<file path="src/rtl/cp0_ext.sv">
// MIPS-style coprocessor 0 subset: Count/Compare timer, SR, Cause, EPC, BadVAddr, PRId,
// exception entry/return bookkeeping and interrupt request generation.
module cp0_ext #(
  parameter int unsigned NUM_HWINT  = 5,
  parameter int unsigned COUNT_DIV  = 1,
  parameter logic [31:0] PRID_VALUE = 32'h0000_0000
) (
  input  logic                 Clk,
  input  logic                 Rst,
  input  logic [4:0]           a_rd,
  input  logic [4:0]           a_wr,
  input  logic [31:0]          wd,
  input  logic                 we,
  output logic [31:0]          rd,
  input  logic [31:0]          pc,
  input  logic                 bd_in,
  input  logic                 exc_req,
  input  logic [4:0]           exc_code,
  input  logic [31:0]          bad_vaddr_in,
  input  logic                 eret,
  input  logic [NUM_HWINT-1:0] hw_int,
  output logic [31:0]          epc,
  output logic                 int_req,
  output logic                 timer_int
);

  localparam logic [4:0] RegBadVAddr = 5'd8;
  localparam logic [4:0] RegCount    = 5'd9;
  localparam logic [4:0] RegCompare  = 5'd11;
  localparam logic [4:0] RegSr       = 5'd12;
  localparam logic [4:0] RegCause    = 5'd13;
  localparam logic [4:0] RegEpc      = 5'd14;
  localparam logic [4:0] RegPrid     = 5'd15;
  localparam logic [7:0] PrescMax    = 8'(COUNT_DIV - 1);

  logic [7:0]  im_q, im_d;
  logic        exl_q, exl_d;
  logic        ie_q, ie_d;
  logic [1:0]  sw_ip_q, sw_ip_d;
  logic [5:0]  ip_hw_q, ip_hw_d;
  logic        bd_q, bd_d;
  logic        ti_q, ti_d;
  logic [4:0]  exc_code_q, exc_code_d;
  logic [31:0] epc_q, epc_d;
  logic [31:0] badvaddr_q, badvaddr_d;
  logic [31:0] count_q, count_d;
  logic [31:0] compare_q, compare_d;
  logic [7:0]  presc_q, presc_d;

  logic [7:0]  ip_live;
  logic        wr_sr, wr_cause, wr_epc, wr_count, wr_compare;
  logic        count_tick;
  logic [31:0] epc_exc;

  assign wr_sr      = we && (a_wr == RegSr);
  assign wr_cause   = we && (a_wr == RegCause);
  assign wr_epc     = we && (a_wr == RegEpc);
  assign wr_count   = we && (a_wr == RegCount);
  assign wr_compare = we && (a_wr == RegCompare);
  assign count_tick = (presc_q == PrescMax);
  assign epc_exc    = (bd_in ? pc - 32'd4 : pc) & 32'hFFFF_FFFC;

  always_comb begin
    ip_live      = '0;
    ip_live[1:0] = sw_ip_q;
    for (int k = 0; k < NUM_HWINT; k++) begin
      ip_live[2+k] = hw_int[k];
    end
    ip_live[7]   = ti_q;
  end

  assign int_req   = ie_q & ~exl_q & (|(im_q & ip_live));
  assign epc       = epc_q;
  assign timer_int = ti_q;

  always_comb begin
    rd = '0;
    case (a_rd)
      RegBadVAddr: rd = badvaddr_q;
      RegCount:    rd = count_q;
      RegCompare:  rd = compare_q;
      RegSr:       rd = {16'b0, im_q, 6'b0, exl_q, ie_q};
      RegCause:    rd = {bd_q, ti_q, 14'b0, ip_hw_q, sw_ip_q, 1'b0, exc_code_q, 2'b0};
      RegEpc:      rd = epc_q;
      RegPrid:     rd = PRID_VALUE;
      default:     rd = '0;
    endcase
  end

  always_comb begin
    im_d       = wr_sr ? wd[15:8] : im_q;
    ie_d       = wr_sr ? wd[0] : ie_q;
    sw_ip_d    = wr_cause ? wd[9:8] : sw_ip_q;
    ip_hw_d    = ip_live[7:2];
    compare_d  = wr_compare ? wd : compare_q;
    exc_code_d = exc_req ? exc_code : exc_code_q;
    badvaddr_d = (exc_req && (exc_code == 5'd4 || exc_code == 5'd5)) ? bad_vaddr_in
                                                                    : badvaddr_q;

    exl_d = exl_q;
    if (exc_req)    exl_d = 1'b1;
    else if (eret)  exl_d = 1'b0;
    else if (wr_sr) exl_d = wd[1];

    // A nested exception (EXL already set) keeps the original return point.
    epc_d = epc_q;
    bd_d  = bd_q;
    if (exc_req) begin
      if (!exl_q) begin
        epc_d = epc_exc;
        bd_d  = bd_in;
      end
    end else if (wr_epc) begin
      epc_d = {wd[31:2], 2'b00};
    end

    count_d = count_q;
    presc_d = presc_q + 8'd1;
    if (wr_count) begin
      count_d = wd;
      presc_d = '0;
    end else if (count_tick) begin
      count_d = count_q + 32'd1;
      presc_d = '0;
    end

    ti_d = ti_q;
    if (wr_compare)                                           ti_d = 1'b0;
    else if ((wr_count || count_tick) && count_d == compare_q) ti_d = 1'b1;
  end

  always_ff @(posedge Clk) begin
    if (Rst) begin
      im_q       <= '0;
      exl_q      <= 1'b0;
      ie_q       <= 1'b0;
      sw_ip_q    <= '0;
      ip_hw_q    <= '0;
      bd_q       <= 1'b0;
      ti_q       <= 1'b0;
      exc_code_q <= '0;
      epc_q      <= '0;
      badvaddr_q <= '0;
      count_q    <= '0;
      compare_q  <= '0;
      presc_q    <= '0;
    end else begin
      im_q       <= im_d;
      exl_q      <= exl_d;
      ie_q       <= ie_d;
      sw_ip_q    <= sw_ip_d;
      ip_hw_q    <= ip_hw_d;
      bd_q       <= bd_d;
      ti_q       <= ti_d;
      exc_code_q <= exc_code_d;
      epc_q      <= epc_d;
      badvaddr_q <= badvaddr_d;
      count_q    <= count_d;
      compare_q  <= compare_d;
      presc_q    <= presc_d;
    end
  end

endmodule

</file>
<file path="config.mk">
export PLATFORM = sky130hd
export DESIGN_NAME = cp0_ext
export DESIGN_NICKNAME = d
export VERILOG_FILES = /design/src/rtl/cp0_ext.sv
export SDC_FILE = /design/constraint.sdc
export NUM_CORES = 1
export LEC_CHECK = 0
export CAP_MARGIN = 10
export CORE_ASPECT_RATIO = 1.1
export CORE_MARGIN = 2
export CORE_UTILIZATION = 55
export DETAILED_ROUTE_END_ITERATION = 6
export DONT_BUFFER_PORTS = 1
export PLACE_DENSITY_LB_ADDON = 0.3
export SLEW_MARGIN = 0
export SYNTH_ARGS = -nofsm -noshare
export SYNTH_HDL_FRONTEND = slang
export SYNTH_SLANG_ARGS = --single-unit
</file>
<file path="constraint.sdc">
create_clock -name Clk -period 6.3 [get_ports Clk]
set_input_delay 1.26 -clock Clk [delete_from_list [all_inputs] [get_ports Clk]]
set_output_delay 1.26 -clock Clk [all_outputs]
set_load 0.03 [all_outputs]
</file>
==> impl_metrics.toml <==
[clock_network]
cts.sinks = 159
cts_tree = "done"
cts_buffer_depth = 2
root_buffer = "clkbuf_16"
insertion_delay_ns = 0.44
clk_pin_slew_worst_paths_ns = 0.06
cts_made_buffers = 17
cts_setup_buffers = 0
cts_resized = 0
hold_buffers = 0
h-tree-depth = 4

[final_layout]
regArea_mm2 = 0.00318
multi_input_area_mm2 = 0.00558
fin_area_mm2 = 0.00978
drive_above_1_share = 0.0538
diodes = 0
fillers = 1523
syn2layout_area_growth_pct = 6.34
finalNetCount = 1265

[status]
status = "completed"

[die]
core-area_mm2 = 0.0164
ios = 188
initial_core_util = 0.562
die-height_um = 140
rows = 49
die_x_um = 127
dieArea_mm2 = 0.0178

[synthesis]
postSynthCellCount = 1204
ys_seq_elements = 159
synth_edf_count = 0
yosysWarnings = 0
syn_area_per_cell_um2 = 7.64
synthArstFlopShare = 0
ys_seq_area_frac = 0.346
syn-cell-area_mm2 = 0.00920
synth-main-ff-cell = "dfxtp_1"
yosysUniqueCellTypes = 65

[sta]
fin_skew_ns = 0.00707
setup_tns_ns = 0
max_slew_margin = 0.259
report.final.slew_viol_count = 0
max_freq_mhz = 225
fin_crit_sh = 0.704
rsz0062_at_grt = "false"
hold_viol = 0
final-setup-viol-count = 0
finalCriticalPeriod_ns = 4.44
tightest_slew_ns = 1.11

[global_route]
antenna_found_initial = 0
first_global_vias = 8390
grt_max_degree = 153
grtUsageTotal = 0.351
gr-total-overflow = 0
grt_pass1_wl_um = 48500

[power]
pwr_density_cell_mw_per_mm2 = 235
ir_drop_uv = 203
p_leak_nw = 3.39

[detailed_routing]
wl_per_cell_um = 23.3
first_iter_violations = 1192
remaining_drc_errors = 0
vias = 9033
drtAntennaViolNets = 0
vias_per_cell = 6.66
drtPass1Iterations = 7
totalWireLength_um = 31500

[worst_setup_path]
rrSetupSlack_ns = 2.41
cp.required_ns = 5.04
end_kind = "output port"
reg2reg_to = "timer_int"
cp_max_fo = 16
r2r-start = "presc_q[0]"
path_class = "input pin to output port"
start_kind = "input pin"
rr_worst_depth = 11
critPathArrivalTime_ns = 3.18

[placed_design]
gp_congestion = 1.06
dpl_cell_area_mm2 = 0.00919
dp_hpwl_um = 22800
port_buffers = 0

[worst_hold_path]
min_to = "badvaddr_q[25]"
hold_start = "badvaddr_q[25]"
hold_depth = 2
hp-class = "register to register"

[run]
cap_violations = 0
[Yosys cell counts, types with 10 or more instances]
cell type / number / area [um2]
a211oi_1: 60 / 450
nor4_1: 17 / 106
xnor2_1: 45 / 394
a21oi_1: 114 / 571
nor3_1: 23 / 115
inv_1: 22 / 82.6
nand3_1: 42 / 210
nor2_1: 160 / 601
xor2_1: 56 / 490
a221o_1: 17 / 170
nand4_1: 15 / 93.8
nand2_1: 169 / 634
mux2i_1: 19 / 190
dfxtp_1: 159 / 3180
clkbuf_1: 84 / 315
a22oi_1: 34 / 255
or3_1: 10 / 62.6
a22o_1: 18 / 158
and3_1: 10 / 62.6
[logic make-up after synthesis]
| kind of cell | share of synthesized area |
|---|---|
| AO/OA/AOI/OAI | 0.225 |
| XOR/XNOR | 0.0962 |
| adder cells (fa/ha/maj) | 0.00653 |
| buffers and inverters | 0.0520 |
| flip-flops | 0.346 |
| multiplexers | 0.0219 |
| other | 0.000408 |
| AND/OR/NAND/NOR | 0.252 |
[layout by cell type (no fill, tap or decap), types with 11 or more instances in the layout]
| cell type | synthesis | final |
|---|---|---|
| buf_4 | 6 | 11 |
| nand2_1 | 169 | 169 |
| nor2_1 | 160 | 158 |
| a22o_1 | 18 | 18 |
| xnor2_1 | 45 | 45 |
| a22oi_1 | 34 | 34 |
| nand4_1 | 15 | 15 |
| a211oi_1 | 60 | 60 |
| a21oi_1 | 114 | 114 |
| mux2i_1 | 19 | 19 |
| inv_1 | 22 | 22 |
| xor2_1 | 56 | 56 |
| dfxtp_1 | 159 | 159 |
| a221o_1 | 17 | 17 |
| nand3_1 | 42 | 42 |
| clkbuf_16 | 0 | 17 |
| nor4_1 | 17 | 16 |
| nor3_1 | 23 | 20 |
[worst max-delay path, cell delays in order]
cell and delay [ns]:
nand2b_1 0.18, nor3_2 0.84, buf_4 0.37, a22oi_1 0.14
nand3_1 0.37
[registers in the layout, summed over array words and instances, names as in the netlist, 2 cells and up]
| signal | count |
|---|---|
| badvaddr_q | 32 |
| compare_q | 32 |
| count_q | 32 |
| epc | 30 |
| im_q | 8 |
| presc_q | 8 |
| ip_hw_q | 6 |
| exc_code_q | 5 |
| sw_ip_q | 2 |
[power by group]
| part | internal (mW) | switching (mW) |
|---|---|---|
| Combinational | 0.0617 | 0.0782 |
| Clock | 0.602 | 0.454 |
| Sequential | 1.03 | 0.0645 |
| Total | 1.70 | 0.597 |
[routing by layer]
layer  track usage  vias to the layer above  wire (um)
met2         0.529                      547      14000
li1              -                     4183          -
met4         0.124                        0       1110
met3        0.0961                       83       3700
met1         0.482                     4220      12800
met5             0                        -          0
[stage by stage]
step | setup WS (ns) | hold WS (ns) | instances | util | total power, mW
after floorplan | 2.25 | 0.436 | 1205 | - | 1.24
after global placement | 1.93 | 0.438 | 1324 | 0.561 | 1.25
after detailed placement | 1.92 | 0.442 | 1324 | 0.561 | 1.26
after CTS | 1.92 | 0.453 | 1356 | 0.597 | 2.29
after global routing | 1.78 | 0.470 | 1356 | 0.597 | 2.36
final | 1.86 | 0.460 | 1356 | 0.597 | 2.29
[worst max path at each step]
stage	from	end	slack (ns)	cells after the start
after global placement	a_rd[4]	rd[15]	1.93	5
after CTS	a_rd[4]	rd[15]	1.92	5
after floorplan	a_rd[1]	rd[13]	2.25	6
final	a_rd[4]	rd[15]	1.86	5
after detailed placement	a_rd[4]	rd[15]	1.92	5
after global routing	a_rd[4]	rd[15]	1.78	5
[final cells by class]
cell class / count / share of cell area
inverters: 22 / 0.00844
clock inverters: 13 / 0.0155
well taps: 204 / 0.0261
repair buffers: 11 / 0.00844
multi-input cells: 928 / 0.571
clock buffers: 19 / 0.0453
flip-flops and latches: 159 / 0.325
Power figures use the tool's default switching activity.
==> RTL edit 1 (same flow settings) <==
Take the reset off `im_q` and `badvaddr_q` and load them in a clocked block of their own.
--- a/src/rtl/cp0_ext.sv
+++ b/src/rtl/cp0_ext.sv
@@ -133,3 +133,2 @@
     if (Rst) begin
-      im_q       <= '0;
       exl_q      <= 1'b0;
@@ -142,3 +141,2 @@
       epc_q      <= '0;
-      badvaddr_q <= '0;
       count_q    <= '0;
@@ -147,3 +145,2 @@
     end else begin
-      im_q       <= im_d;
       exl_q      <= exl_d;
@@ -156,3 +153,2 @@
       epc_q      <= epc_d;
-      badvaddr_q <= badvaddr_d;
       count_q    <= count_d;
@@ -163,2 +159,7 @@
 
+  always_ff @(posedge Clk) begin
+    im_q       <= im_d;
+    badvaddr_q <= badvaddr_d;
+  end
+
 endmodule
Behaviour: not the same (a bounded check fails within 4 cycles, from zero or initial values and one cycle with Rst high).
==> RTL edit 1 against the original RTL <==
  * Setup slack better by 0.072 ns
  * Register-to-register slack better by 0.18 ns
  * Routed wire length down 7.8%
  * Area after synthesis down 1.6%
  * Sequential cell count unchanged
  * Cell area down 0.51%
  * Final cell count down 8.6%
  * Total power up 2.7%
  * Critical path type unchanged
==> RTL edit 1: results (changes against the original RTL) <==
Outcome: finished, final reports clean
Number of global-route vias before repair: 7794 (-7.1%)
Distinct cell type count of the synthesized netlist: 67 (+3.1%)
Slew margin rel.: 22.0% (-3.9 points)
Clock group share of total power: 45.7% (-0.4 points)
Syn Inst Count: 1067 (-11%)
Worst r2r path cells: 9 (-2)
Worst hold slack: 0.484 ns (+0.0241 ns)
Largest net degree at the start of global routing: 113 (-26%)
Vias: 8340 (-7.7%)
Int Power: 1730 uW (+1.7%)
Crit path max fanout: 15 (-1)
Critical path data arrival time: 3.10 ns (-0.08 ns)
Mux cell area share after synthesis: 1.11% (-1.1 points)
Placed instance count: 1207 (-8.8%)
WL per Instance: 23.5 um (+0.87%)
Cell leakage power: 0.00331 uW (-2.3%)
Top cells by area, synth: dfxtp_1, edfxtp_1, nor2_1
Cell area after placement: 9120 um2 (-0.75%)
Hold path start: compare_q[13]
Fill cells: 1411 (-7.4%)
Worst R2R Setup Slack: 2.59 ns (+0.18 ns)
Number of flops mapped to enable cells by yosys: 40 (+40)
DP Wirelength: 20700 um (-9.1%)
Reg-to-Reg Start: presc_q[0]
VDD IR max: 209 uV (+3.0%)
Post-Synth XOR/XNOR Area: 9.68% (+0.057 points)
Global placement routability congestion: 0.984 (-6.7%)
Logic power comb: 144 uW (+3%)
Synth Area in Adders: 0.553% (-0.10 points)
Starting DRT DRC Count: 1045 (-12%)
Sequential-to-total area share from yosys stat: 39.6% (+5.0 points)
Clk_skew: 0.00771 ns (+0.000639 ns)
CP startpoint: a_rd[1]
Pre-CTS WS: 1.99 ns (+0.0682 ns)
Top cells by count, synth: nor2_1, dfxtp_1, nand2_1
RTL edit 1: logic make-up after synthesis:
kind of cell               Yosys count
adders and majority gates            4
muxes                               10
xor gates and xnor gates           100
buffers and inverters               90
and+or+nand+nor                    432
AOI/OAI and AO/OA                  271
other                                1
DFF                                159
RTL edit 1: final cells by class:
cell class	instances	area, um2	share of cell area (%)
clock inverter	13	159	1.63
multi-input combinational	819	5150	52.9
inverter	15	56.3	0.579
timing repair buffer	10	75.1	0.772
clock buffer	19	454	4.67
sequential	159	3580	36.8
tap	204	255	2.62
RTL edit 1: worst max path at each step:
stage / end / slack [ns] / cells after the start
2_1_floorplan: rd[10] / 2.24 / 6
3_3_place_gp: rd[2] / 1.98 / 4
3_5_place_dp: rd[4] / 1.99 / 4
4_1_cts: rd[4] / 1.99 / 4
5_1_grt: rd[4] / 1.88 / 4
6_report: rd[4] / 1.94 / 4
RTL edit 1: layer usage:
| metal | GRT usage [%] | wire, um | vias up | part of all wire, % |
|---|---|---|---|---|
| met5 | 0 | 0 | - | 0 |
| met3 | 7.91 | 3340 | 69 | 11 |
| li1 | - | - | 3816 | - |
| met1 | 44.8 | 11500 | 3942 | 40 |
| met2 | 51.6 | 13400 | 513 | 46 |
| met4 | 10.3 | 875 | 0 | 3.0 |
RTL edit 1: through the flow:
step / total power, uW / util, %
4_1_cts: 2350 / 59.9
3_5_place_dp: 1300 / 56.1
5_1_grt: 2420 / 59.9
3_3_place_gp: 1300 / 56.1
2_1_floorplan: 1270 / -
6_report: 2360 / 59.9
RTL edit 1: worst max-delay path, stage by stage:
cell and delay, ns:
nand2b_1 0.20, nor3_2 0.94, a222oi_1 0.35, nand2_1 0.35
==> RTL edit 2 (config.mk and constraints unchanged) <==
Made on the original files. Set the parameter `NUM_HWINT` to 4 (it was 5).
--- a/src/rtl/cp0_ext.sv
+++ b/src/rtl/cp0_ext.sv
@@ -3,3 +3,3 @@
 module cp0_ext #(
-  parameter int unsigned NUM_HWINT  = 5,
+  parameter int unsigned NUM_HWINT  = 4,
   parameter int unsigned COUNT_DIV  = 1,
Ports: changed (resized hw_int); port bits go from 188 to 187. No check against the original RTL was run, so the function may have changed too.
==> RTL edit 2 against the original RTL <==
  * Total power increased by 0.30%
  * Cell area down 1.1%
  * Setup slack improved by 0.0048 ns
  * Global-route usage is 1.6 points lower
  * Count of clock-buffer cells in the layout grew 4
  * Sequential cell count shrank 1
  * Routed wire length decreased by 5.3%
  * Area after synthesis down 1.5%
  * Via count decreased by 3.3%
  * Worst hold slack worse by 0.0055 ns
  * Critical path depth shrank 1
  * Critical path type unchanged
  * Largest cell class unchanged
  * Largest power group unchanged
  * Highest routed layer unchanged
==> RTL edit 2: results (changes against the original RTL) <==
Worst r2r path cells: 10 (-1)
Worst-path clk slew: 0.06 ns (about the same)
Post-CTS setup-driven buffer insertion count: 0 (unchanged)
Mapped Avg Cell Area: 7.71 um2 (+0.91%)
Synth Flop Type: dfxtp_1
Delay-heaviest family, CP: simple AND/OR/NAND/NOR gates
Class of the worst hold path: register to register
Distinct cell type count of the synthesized netlist: 77 (+18%)
H-Tree Depth: 4 (unchanged)
Resize count post-CTS: 0 (unchanged)
Initial antenna violation count: 0 (unchanged)
Sequential-to-total area share from yosys stat: 34.9% (+0.31 points)
Critical path data arrival time: 3.17 ns (about the same)
Hold buffers post-CTS: 0 (unchanged)
Worst Max-Slew Pin Slew: 1.26 ns (+0.150 ns)
Post-synth ARST share: 0% (unchanged)
Clk buf depth: 2 (unchanged)
Outcome: finished, final reports clean
Pre-CTS WS: 1.75 ns (-0.168 ns)
Min Tclk post-route: 4.43 ns (-0.00475 ns)
Ys Warns: 0 (unchanged)
VDD IR max: 206 uV (+1.4%)
Regs by FF count: badvaddr_q: 32 flops, compare_q: 32 flops, count_q: 32 flops
# nets final: 1245 (-1.6%)
Worst Setup EP: rd[19]
Detailed Route WL: 29900 um (-5.3%)
Share of cells above drive strength 1: 5.48% (+0.095 points)
DP Wirelength: 21600 um (-5.0%)
WL per Instance: 22.3 um (-3.9%)
Clk_skew: 0.00717 ns (+0.000101 ns)
Global placement routability congestion: 0.997 (-5.6%)
Reg-to-Reg Start: count_q[0]
Slowest-stage cell, CP: nor3_2
Root Driver: clkbuf_16
First-pass GRT wire length: 46100 um (-4.9%)
Num CTS Buffers: 17 (unchanged)
Largest net degree at the start of global routing: 152 (-0.65%)
Worst R2R Setup Slack: 1.99 ns (-0.42 ns)
CP startpoint: a_rd[4]
IO Port Bufs: 0 (unchanged)
Cell leakage power: 0.00324 uW (-4.2%)
Placed instance count: 1305 (-1.4%)
Vias: 8734 (-3.3%)
Total GRT Usage: 33.4% (-1.6 points)
Reg-to-reg endpoint: timer_int
Number of global-route vias before repair: 8117 (-3.3%)
Top cells by count, synth: nand2_1, dfxtp_1, nor2_1
Crit path max fanout: 16 (unchanged)
Fill cells: 1491 (-2.1%)
Pre-antenna DRT Iters: 6 (-1)
Starting DRT DRC Count: 999 (-16%)
Skew-Pair Late Insertion Delay: 0.43 ns
CP max stage delay: 0.96 ns (+0.12 ns)
Top cells by area, synth: dfxtp_1, nand2_1, nor2_1
RTL edit 2: cell count changes in the layout (fill, tap and decap cells not counted), sizes merged, moves of 5 or more:
cell and change:
nand3 -11, or3 +7, a211oi -6, nand4 -6
xor2 -22, xnor2 +19, a2111oi +7, nand2b +9
nor4 -5, nor3b -5
RTL edit 2: layer usage:
layer	up-vias	wire length, um	global-route usage (%)	share of wire, %
met5	-	0	0	0
met4	0	946	13.9	3.2
met3	72	3470	9.45	12
met2	484	13200	49.8	44
met1	4109	12200	45.4	41
li1	4069	-	-	-
RTL edit 2: where the power goes:
group	internal (uW)	leakage (uW)	switching [uW]	total [uW]
Combinational	61.5	0.00167	78.9	140
Clock	646	0.000284	424	1070
Sequential	1030	0.00128	64.0	1090
Total	1730	0.00324	567	2300
RTL edit 2: cell families (layout without fill, tap and decap cells):
kind of cell	count (synthesis)	after routing	synth area share [%]
AND/OR/NAND/NOR	490	490	25.3
other	1	3	0.0414
XOR/XNOR	98	98	9.48
AO/OA/AOI/OAI	292	292	22.1
adder cells (fa/ha/maj)	4	4	0.553
flip-flops	158	158	34.9
multiplexers	21	21	2.33
buffers and inverters	111	67	5.21
RTL edit 2: per-stage QoR:
stage / area [um2] / power, uW / hold WS, ns
after CTS: 9670 / 2300 / 0.450
final: 9670 / 2300 / 0.455
after floorplan: 9060 / 1230 / 0.436
after global placement: 9070 / 1240 / 0.438
after global routing: 9670 / 2360 / 0.466
after detailed placement: 9070 / 1250 / 0.442
RTL edit 2: worst min-delay path by stage:
stage | slack, ns | from | depth (start not counted) | to
global placement | 0.44 | badvaddr_q[27] | 2 | badvaddr_q[27]
detailed placement | 0.44 | badvaddr_q[28] | 2 | badvaddr_q[28]
global route | 0.47 | badvaddr_q[27] | 2 | badvaddr_q[27]
floorplan | 0.44 | badvaddr_q[14] | 2 | badvaddr_q[14]
CTS | 0.45 | badvaddr_q[28] | 2 | badvaddr_q[28]
finish | 0.45 | badvaddr_q[27] | 2 | badvaddr_q[27]
RTL edit 2: final cells by class:
| class | instances | share of cell area [%] |
|---|---|---|
| well taps | 204 | 2.64 |
| clock inverters | 8 | 1.36 |
| flip-flops and latches | 158 | 32.7 |
| diodes | 1 | 0.0259 |
| inverters | 24 | 0.931 |
| clock buffers | 23 | 4.84 |
| multi-input cells | 907 | 56.6 |
| repair buffers | 12 | 0.931 |
RTL edit 2: tightest hold or removal path: stages, from the launching register on:
cell and delay (ns):
dfxtp_1 0.31, nand2_1 0.05, a21oi_1 0.05
